$ cat config.mk
export PLATFORM = sky130hd
export DESIGN_NAME = ctrl_pipe
export DESIGN_NICKNAME = d
export VERILOG_FILES = /design/src/rtl/ctrl_pkg.sv /design/src/rtl/branch_cond.sv /design/src/rtl/ctrl_pipe.sv
export SDC_FILE = /design/constraint.sdc
export NUM_CORES = 1
export LEC_CHECK = 0
export CELL_PAD_IN_SITES_DETAIL_PLACEMENT = 1
export CELL_PAD_IN_SITES_GLOBAL_PLACEMENT = 1
export CORE_MARGIN = 2
export CORE_UTILIZATION = 35
export DETAILED_ROUTE_END_ITERATION = 12
export GPL_TIMING_DRIVEN = 0
export MAX_ROUTING_LAYER = met4
export PLACE_DENSITY_LB_ADDON = 0.1
export RECOVER_POWER = 25
export SLEW_MARGIN = 0
export SYNTH_ARGS = -nofsm -noshare
export SYNTH_HDL_FRONTEND = slang
export SYNTH_SLANG_ARGS = --single-unit
$ cat constraint.sdc
create_clock -name clk -period 3.3 [get_ports clk]
set_clock_uncertainty 0.2 [all_clocks]
set_input_delay 0.825 -clock clk [delete_from_list [all_inputs] [get_ports clk]]
set_output_delay 0.825 -clock clk [all_outputs]
set_load 0.1 [all_outputs]
$ cat src/rtl/ctrl_pkg.sv
// Shared control encodings and pipeline bundles for the
// RV32I control path, decoder and datapath.
package ctrl_pkg;

    localparam logic [1:0] RES_ALU = 2'b00;
    localparam logic [1:0] RES_MEM = 2'b01;
    localparam logic [1:0] RES_PC4 = 2'b10;

    localparam logic [1:0] FWD_RF  = 2'b00;
    localparam logic [1:0] FWD_WB  = 2'b01;
    localparam logic [1:0] FWD_MEM = 2'b10;

    localparam logic [2:0] F3_BEQ  = 3'b000;
    localparam logic [2:0] F3_BNE  = 3'b001;
    localparam logic [2:0] F3_BLT  = 3'b100;
    localparam logic [2:0] F3_BGE  = 3'b101;
    localparam logic [2:0] F3_BLTU = 3'b110;
    localparam logic [2:0] F3_BGEU = 3'b111;

    typedef struct packed {
        logic       branch;
        logic       jump;
        logic       memwrite;
        logic       alusrc;
        logic       regwrite;
        logic [1:0] resultsrc;
        logic [1:0] aluop;
        logic [2:0] funct3;
        logic [4:0] rs1;
        logic [4:0] rs2;
        logic [4:0] rd;
    } id_ex_t;

    typedef struct packed {
        logic       memwrite;
        logic       regwrite;
        logic [1:0] resultsrc;
        logic [4:0] rd;
    } ex_mem_t;

    typedef struct packed {
        logic       regwrite;
        logic [1:0] resultsrc;
        logic [4:0] rd;
    } mem_wb_t;

    // x0 never sources a forward; MEM wins over WB
    function automatic logic [1:0] fwd_sel(
        input logic [4:0] rs,
        input logic       mwe,
        input logic [4:0] mrd,
        input logic       wwe,
        input logic [4:0] wrd
    );
        if (mwe && mrd != 5'd0 && mrd == rs)
            return FWD_MEM;
        else if (wwe && wrd != 5'd0 && wrd == rs)
            return FWD_WB;
        else
            return FWD_RF;
    endfunction

endpackage

$ cat src/rtl/branch_cond.sv
// EX-stage branch condition evaluation from funct3
// and the ALU compare flags {ltu, lt, zero}.
module branch_cond
    import ctrl_pkg::*;
(
    input  logic [2:0] funct3,
    input  logic [2:0] flags,
    output logic       taken
);

    logic ltu, lt, zero;

    assign ltu  = flags[2];
    assign lt   = flags[1];
    assign zero = flags[0];

    always_comb begin
        taken = 1'b0;
        unique case (1'b1)
            (funct3 == F3_BEQ):  taken = zero;
            (funct3 == F3_BNE):  taken = !zero;
            (funct3 == F3_BLT):  taken = lt;
            (funct3 == F3_BGE):  taken = !lt;
            (funct3 == F3_BLTU): taken = ltu;
            (funct3 == F3_BGEU): taken = !ltu;
            default:             taken = 1'b0;
        endcase
    end

endmodule

$ cat src/rtl/ctrl_pipe.sv
// Pipelined control path: E/M/W control registers,
// hazard detection and forwarding selects.
module ctrl_pipe
    import ctrl_pkg::*;
(
    input  logic       clk,
    input  logic       reset,
    input  logic       BranchD,
    input  logic       JumpD,
    input  logic       MemWriteD,
    input  logic       ALUSrcD,
    input  logic       RegWriteD,
    input  logic [1:0] ResultSrcD,
    input  logic [1:0] ALUOpD,
    input  logic [2:0] funct3D,
    input  logic [4:0] Rs1D,
    input  logic [4:0] Rs2D,
    input  logic [4:0] RdD,
    input  logic [2:0] FlagsE,
    output logic       StallFD,
    output logic       FlushD,
    output logic       PCSrcE,
    output logic [1:0] ForwardAE,
    output logic [1:0] ForwardBE,
    output logic       ALUSrcE,
    output logic [1:0] ALUOpE,
    output logic       MemWriteM,
    output logic       RegWriteW,
    output logic [1:0] ResultSrcW,
    output logic [4:0] RdW
);

    id_ex_t  d, e;
    ex_mem_t m;
    mem_wb_t w;
    logic    taken, loadstall, flushe;

    assign d = '{
        branch:    BranchD,
        jump:      JumpD,
        memwrite:  MemWriteD,
        alusrc:    ALUSrcD,
        regwrite:  RegWriteD,
        resultsrc: ResultSrcD,
        aluop:     ALUOpD,
        funct3:    funct3D,
        rs1:       Rs1D,
        rs2:       Rs2D,
        rd:        RdD
    };

    branch_cond u_bc (
        .funct3 (e.funct3),
        .flags  (FlagsE),
        .taken  (taken)
    );

    assign loadstall = (e.resultsrc == RES_MEM)
                     && (e.rd != 5'd0)
                     && (e.rd == Rs1D || e.rd == Rs2D);

    assign PCSrcE  = e.jump | (e.branch & taken);
    // a redirect kills D, so its hazard is moot
    assign StallFD = loadstall & !PCSrcE;
    assign FlushD  = PCSrcE;
    assign flushe  = loadstall | PCSrcE;

    always_ff @(posedge clk) begin
        if (reset || flushe)
            e <= '0;
        else
            e <= d;
    end

    always_ff @(posedge clk) begin
        if (reset) begin
            m <= '0;
            w <= '0;
        end else begin
            m <= '{e.memwrite, e.regwrite,
                   e.resultsrc, e.rd};
            w <= '{m.regwrite, m.resultsrc, m.rd};
        end
    end

    assign ForwardAE = fwd_sel(e.rs1, m.regwrite,
                               m.rd, w.regwrite, w.rd);
    assign ForwardBE = fwd_sel(e.rs2, m.regwrite,
                               m.rd, w.regwrite, w.rd);

    assign ALUSrcE    = e.alusrc;
    assign ALUOpE     = e.aluop;
    assign MemWriteM  = m.memwrite;
    assign RegWriteW  = w.regwrite;
    assign ResultSrcW = w.resultsrc;
    assign RdW        = w.rd;

endmodule

Word level (Yosys, flattened, before mapping)
Cells that the tools add are included.
Widths: inputs -> output; s select.
{"block": "word_totals", "register_bits": 44, "input_bits": 32, "out_inout_bits": 19, "word_cells": 57}
{"block": "classes", "n_eq_ne": 12, "muxes": 5, "bitwise": 4, "reduce_logical": 18}
{"op": "$eq 5x5->1", "count": 6}
{"op": "$reduce_bool 5->1", "count": 3}
{"op": "$eq 3x3->1 const B", "count": 4}
{"op": "$logic_and 1x1->1", "count": 8}
{"op": "$pmux 1 s6", "count": 1}
{"op": "$logic_not 1->1", "count": 4}
{"op": "$mux 2", "count": 2}
{"op": "$eq 3x1->1 const B", "count": 1}
{"op": "$logic_not 3->1", "count": 1}
{"op": "$and 1x1->1", "count": 2}
{"op": "$eq 2x1->1 const B", "count": 1}
{"op": "$logic_or 1x1->1", "count": 2}
{"op": "$mux 1", "count": 2}
{"op": "$or 1x1->1", "count": 2}

Longest topological paths before layout
Gate-level depths: netlist of the first run.
{"block": "logic_depth", "depth_word": 6, "ltp_mapped": 6, "depth_no_buf": 4}

Hierarchy
A second synthesis of the first run with hierarchy kept.
{"block": "unflattened", "hier_cells": 187, "hier_area_um2": 1870.5}
{"module": "ctrl_pipe", "instances": 1, "cells_each": 182, "area_per_inst_um2": 1830.5, "seq_area_each_um2": 880.8}
{"module": "branch_cond", "instances": 1, "cells_each": 5, "area_per_inst_um2": 40.0, "seq_area_each_um2": 0.0}

Worst setup path before layout of the first run
Ideal clock, no wire load.
{"block": "synth_path", "path_kind": "reg-to-output", "from": "register m[0] (netlist name)", "to": "output ForwardAE[0]", "arrival_ns": 5.591, "required_time_ns": 2.275, "slack_ns": -3.316, "path_stages_with_launch": 5, "n_path_buf": 0, "path_cell_list": "dfxtp_1 -> or4_1 -> o21ai_0 -> nor4_1 -> nor4_1"}
{"block": "synth_via", "elab_chain_cells": 4, "word_cells_on_any_way": 5, "cone_classes": "eq/ne (1); mux (1); reduce/logical (3)"}
{"element": "start: declaration", "line": "ctrl_pipe.sv:34", "rtl": "ex_mem_t m;"}
{"element": "start signal: assignment", "line": "ctrl_pipe.sv:80", "rtl": "m <= '{e.memwrite, e.regwrite,"}
{"element": "$reduce_bool 5->1", "line": "ctrl_pkg.sv:55", "rtl": "if (mwe && mrd != 5'd0 && mrd == rs)"}
{"element": "$logic_and 1x1->1", "line": "ctrl_pkg.sv:55"}
{"element": "$logic_and 1x1->1 (*)", "line": "ctrl_pkg.sv:55"}
{"element": "$mux 2 (*)", "line": "ctrl_pkg.sv:55"}
{"element": "end: declaration", "line": "ctrl_pipe.sv:23", "rtl": "output logic [1:0] ForwardAE,"}
Every way passes the cells marked *; elsewhere a longest branch is shown, timed or not.

Worst setup path after layout of the first run
{"block": "layout_path", "from": "input FlagsE[2]", "to": "output StallFD"}
{"block": "layout_via", "elab_chain_cells": 6}
{"element": "start: declaration", "line": "ctrl_pipe.sv:19", "rtl": "input logic [2:0] FlagsE,"}
{"element": "$logic_not 1->1", "line": "branch_cond.sv:25", "rtl": "(funct3 == F3_BGEU): taken = !ltu;"}
{"element": "$pmux 1 s6 (*)", "line": "branch_cond.sv:19", "rtl": "unique case (1'b1)"}
{"element": "$and 1x1->1 (*)", "line": "ctrl_pipe.sv:62", "rtl": "assign PCSrcE = e.jump | (e.branch & taken);"}
{"element": "$or 1x1->1 (*)", "line": "ctrl_pipe.sv:62"}
{"element": "$logic_not 1->1 (*)", "line": "ctrl_pipe.sv:64", "rtl": "assign StallFD = loadstall & !PCSrcE;"}
{"element": "$and 1x1->1 (*)", "line": "ctrl_pipe.sv:64"}
{"element": "end: declaration", "line": "ctrl_pipe.sv:20", "rtl": "output logic StallFD,"}
Marked as above.

==> flow_metrics.tcl, run 1 <==
set metrics [dict create \
    status "completed" \
    setup.worst_path.end_class "output pin" \
    finalCritPeriodShare 0.990 \
    diodes 0 \
    die_w_um 79.3 \
    power.ir.vdd_worst_mv 0.276 \
    root_buffer "clkbuf_8" \
    layout-drive-gt1-share 0.277 \
    synthesis.area_sq_mm 0.00198 \
    crit_path_max_fanout 3 \
    critPathKind "in -> out" \
    fin_nets 284 \
    grt_pass1_vias 1602 \
    ys_seq_area_frac 0.444 \
    synth_seq_cells 44 \
    firstDrtPassIters 4 \
    antenna_found_initial 0 \
    grt_start_max_net_pins 14 \
    cp_slowest_cell "clkdlybuf4s50_1" \
    synth_top_area_cell "dfxtp_1" \
    cts_tree "done" \
    avgSynthCellArea_sq_um 10.7 \
    cap_viol_max_count 0 \
    finalHoldViolCount 0 \
    wirelength_um 4770 \
    routedWlPerCell_um 14.7 \
    postLayoutCellArea_sq_mm 0.00292 \
    pwr-share-seq 0.450 \
    die_area_sq_mm 0.00628 \
    io_pins 51 \
    crit_arrival_ns 2.24 \
    rsz0062_at_grt "yes" \
    die_h_um 79.3 \
    core_sq_mm 0.00547 \
    grt_overflow 0 \
    vias 1517 \
    p_sw_mw 0.386 \
    netlist-cell-type-count 25 \
    hpwlAfterDp_um 3580 \
    cp-start-kind "input pin" \
    syn_nets 218 \
    yosysWarnings 0 \
    maxSlewViolCount 0 \
    slew_headroom 0.347 \
    leakage_nw 1.22 \
    syn-instance-count 186 \
    synth_top_area_frac 0.444 \
    fin_util 0.533 \
    worst_slack_ns 0.0340 \
    avgViaCountPerCell 4.67 \
    worst_pin_slew_ns 0.976 \
    cts_htree_levels 2 \
    cp_slowest_stage_delay_ns 0.42 \
    rows 27 \
    route.detailed.drc 0 \
    track_usage 0.163 \
    syn2layout_area_growth_pct 47.1 \
    clkTransAtPathRegs_ns 0.08 \
    clockPowerShare 0.308 \
    crit_required_ns 2.27 \
    finalSetupViolCount 0 \
    clock_latency_ns 0.29 \
    pre_cts_slack_ns -1.66 \
    holdCritPathClass "reg -> reg" \
    max_freq_ghz 0.306 \
    routabilityCongestion 0.805 \
    dpl_cell_area_sq_mm 0.00268 \
    p_int_mw 0.915 \
    path_cells "clkdlybuf4s50_1 > xor2_1 > a41oi_2 > o21ai_2 > buf_6 > and3b_4 > buf_12" \
    port_buffers 50 \
    p_sw_frac 0.296 \
    cts_max_path_buffers 2 \
    ant_nets 0 \
    grt_pass1_wl_um 7680 \
    power_frac_comb 0.241 \
    cts_sinks 44 \
    period_needed_ns 3.27 \
    synth_top_cells_by_area "dfxtp_1, a2111oi_2, xnor2_1" \
    drt-initial-drc-count 20 \
    power_density_mw_per_mm2 446 \
    initial_utilization 0.362 \
    cts_buffers 5 \
]
## per-stage QoR
step           instances  total power, mW  setup TNS (ns)  hold WS (ns)
2_1_floorplan        186            0.797          -0.173         0.214
3_3_place_gp         308            0.886           -4.45         0.217
3_5_place_dp         308            0.890           -4.63         0.234
4_1_cts              317             1.30          -0.124         0.255
5_1_grt              325             1.36         -0.0862         0.273
6_report             325             1.30               0         0.246
## logic make-up (layout without fill, tap and decap cells)
logic type	after synthesis	in the layout	synth area share
AOI/OAI and AO/OA	32	32	0.201
xor gates and xnor gates	32	32	0.141
buffers and inverters	41	108	0.0934
DFF	44	44	0.444
muxes	1	1	0.00505
and+or+nand+nor	36	36	0.115
## placed cells by master (no fill, tap or decap), types with 2 or more instances in the layout
master / instances
xnor2_1: 16
xor2_1: 16
dfxtp_4: 6
a2111oi_0: 8
clkdlybuf4s50_1: 32
nor4_4: 4
nor2b_1: 17
buf_2: 3
dfxtp_1: 37
dlygate4sd2_1: 3
buf_4: 13
dlymetal6s2s_1: 7
nand2_1: 2
inv_1: 27
or4_4: 2
clkbuf_1: 5
buf_12: 2
buf_6: 3
or4_1: 3
a2111oi_2: 18
nand3_1: 4
clkbuf_8: 5
## worst max-delay path, delay by kind of cell
kind | cells | cell delay, ns
buf+inv | 3 | 0.71
simple gates | 1 | 0.30
compound gates | 2 | 0.24
xor+xnor | 1 | 0.16
## flip-flops by register name, summed over array words and instances (netlist names)
name        count
e              24
MemWriteM       1
ResultSrcW      2
ALUOpE          2
RdW             5
m               8
ALUSrcE         1
RegWriteW       1
## cell usage after synthesis (all sizes together)
cell type	number
nor2	1
o21ai	3
nand2	2
clkbuf	4
nor4	4
xnor2	16
buf	10
dfxtp	44
mux2i	1
nand2b	1
a41oi	1
xor2	16
nor2b	17
o22ai	1
nor3b	1
nand3	4
and3b	1
or4	5
a2111oi	27
inv	27
## power groups by stage
stage	logic, mW	registers [mW]	clock network [mW]
final	0.314	0.586	0.401
after global routing	0.336	0.591	0.436
after CTS	0.303	0.586	0.413
after detailed placement	0.291	0.599	0
after global placement	0.288	0.598	0
after floorplan	0.177	0.620	0
## worst paths after layout
| kind | startpoint | to | slack (ns) | cells past startpoint |
|---|---|---|---|---|
| setup / recovery | FlagsE[2] | StallFD | 0.03 | 7 |
| hold / removal | m[5] | ResultSrcW[0] | 0.25 | 1 |
| setup reg to reg | e[17] | e[21] | 1.17 | 6 |
| hold reg to reg | m[5] | ResultSrcW[0] | 0.25 | 1 |
## routing by layer
layer,GRT usage,part of all wire,vias to the layer above
met2,0.298,0.54,37
met1,0.183,0.42,707
met5,-,0,-
met3,0.0341,0.035,2
li1,-,-,771
met4,0.0362,0.0048,0
## layout make-up
type / count / area [sq um]
fillers: 612 / 2560
inverters: 27 / 101
repair buffers: 60 / 593
multi-input cells: 101 / 1020
well taps: 72 / 90.1
clock buffers: 6 / 72.6
flip-flops and latches: 44 / 905
clock inverters: 2 / 35.0
plain buffers: 13 / 95.1
## repair_timing
| action | 4_1_cts | 5_1_grt |
|---|---|---|
| pin swaps | 2 | 6 |
| buffers inserted | 1 | 8 |
| cloned | 1 | 0 |
| hold buffers | 0 | 0 |
| setup endpoints to repair | 7 | 5 |
| resized for setup | 47 | 14 |
No activity file was read; power rests on OpenSTA's default activity.
==> inputs of run 2 (changes only) <==
- GPL_TIMING_DRIVEN: 0 -> unset
==> flow_metrics.tcl, run 2 (synthesis gave the netlist of run 1 again) <==
set metrics [dict create \
    status "complete, but fails checks" \
    violations "capacitance limit, slew limit" \
    cp-start-kind "input pin" \
    worst_slack_ns 0.0659 \
    period_needed_ns 3.23 \
    diodes 0 \
    p_sw_mw 0.366 \
    fin_nets 267 \
    vias 1495 \
    cap_viol_max_count 1 \
    crit_required_ns 2.27 \
    drt-initial-drc-count 31 \
    maxSlewViolCount 40 \
    p_sw_frac 0.308 \
    critPathBufInv 2 \
    routedWlPerCell_um 15.2 \
    finalCritPeriodShare 0.980 \
    holdCritPathClass "reg -> reg" \
    power.ir.vdd_worst_mv 0.169 \
    syn2layout_area_growth_pct 39.5 \
    power_frac_comb 0.249 \
    crit_arrival_ns 2.21 \
    slew_headroom -0.392 \
    power_density_mw_per_mm2 429 \
    final_cell_mix "dfxtp_1, inv_1, clkdlybuf4s50_1" \
    die_h_um 79.3 \
    clockPowerShare 0.257 \
    root_buffer "clkbuf_8" \
    route.detailed.drc 0 \
    layout-drive-gt1-share 0.280 \
    core_sq_mm 0.00547 \
    regMostFlops "e" \
    cts_buffers 5 \
    crit_family "buffers and inverters" \
    critPathKind "in -> out" \
    ant_nets 0 \
    initial_utilization 0.362 \
    cts_htree_levels 2 \
    postCtsHoldBufs 0 \
    die_w_um 79.3 \
    avgViaCountPerCell 4.85 \
    finalHoldViolCount 0 \
    antenna_found_initial 0 \
    max_freq_ghz 0.309 \
    clock_latency_ns 0.29 \
    power_mw 1.19 \
    clkTransAtPathRegs_ns 0.07 \
    placed_cells 300 \
    final_common_cell "dfxtp_1" \
    grt_pass1_vias 1603 \
    pre_cts_slack_ns 0.0359 \
    hpwlAfterDp_um 3610 \
    rsz0062_at_grt "no" \
    grt_pass1_wl_um 7900 \
    finalSetupViolCount 0 \
    wirelength_um 4680 \
    dpl_cell_area_sq_mm 0.00267 \
    layout.cells.non_filler 308 \
    cts_max_path_buffers 2 \
    cp_slowest_cell "clkdlybuf4s50_1" \
    path_cells "clkdlybuf4s50_1 > xnor2_1 > nand3_1 > o22ai_4 > and3b_4 > buf_12" \
    p_int_mw 0.821 \
    post-cts-setup-buffers 0 \
    worst_pin_slew_ns 2.09 \
    die_area_sq_mm 0.00628 \
    io_pins 51 \
    cts_sinks 44 \
    port_buffers 50 \
    firstDrtPassIters 3 \
    setup.worst_path.end_class "output pin" \
    multi_input_area_sq_mm 0.00103 \
    grt_overflow 0 \
    crit_path_max_fanout 2 \
    fill_cells 603 \
    postLayoutCellArea_sq_mm 0.00276 \
    grt_start_max_net_pins 40 \
    regArea_sq_um 905 \
    largest_reg_flops 24 \
    rows 27 \
    leakage_nw 1.11 \
    pwr-share-seq 0.494 \
    track_usage 0.168 \
    fin_util 0.505 \
    routabilityCongestion 0.811 \
    cts_tree "done" \
    cp_slowest_stage_delay_ns 0.49 \
]
run 2: worst register-to-register path: stages, from the launching register on:
cell,delay [ns]
dfxtp_1,0.35
or4_1,0.53
nor2_1,0.18
nor3b_4,0.07
buf_4,0.27
a2111oi_0,0.46
run 2: final cells by class:
cell class,count,area share
Sequential cell,44,0.327
Clock inverter,2,0.00272
Timing Repair Buffer,56,0.202
Multi-Input combinational cell,101,0.373
Clock buffer,6,0.0263
Inverter,27,0.0367
Tap cell,72,0.0326
run 2: per-layer routing:
metal / track usage / vias up / share of wire
met5: - / - / 0
met2: 0.302 / 37 / 0.55
met4: 0.0517 / 0 / 0.013
li1: - / 737 / -
met1: 0.186 / 715 / 0.39
met3: 0.0352 / 6 / 0.044
run 2: path summary, 6_finish.rpt:
kind / startpoint / to / slack [ns] / depth (start not counted)
worst min-delay path: e[24] / MemWriteM / 0.24 / 1
worst max register to register: e[1] / e[10] / 1.12 / 5
worst max-delay path: Rs1D[4] / StallFD / 0.07 / 6
worst min register to register: e[24] / MemWriteM / 0.24 / 1
run 2: timing repair:
item,in CTS,in global routing
setup endpoints to repair,0,1
hold endpoints to repair,0,0
resized for setup,0,5
run 2: power by group through the flow:
| stage | clock, mW | combinational (mW) | sequential, mW |
|---|---|---|---|
| 6_report | 0.304 | 0.296 | 0.586 |
| 5_1_grt | 0.339 | 0.317 | 0.591 |
| 4_1_cts | 0.317 | 0.299 | 0.587 |
| 3_5_place_dp | 0 | 0.298 | 0.599 |
| 3_3_place_gp | 0 | 0.291 | 0.598 |
| 2_1_floorplan | 0 | 0.177 | 0.620 |
run 2: metrics by stage:
step                      hold slack (ns)  setup TNS, ns
after CTS                           0.249              0
after floorplan                     0.214         -0.173
final                               0.241              0
after global placement              0.232              0
after detailed placement            0.231              0
after global routing                0.263              0
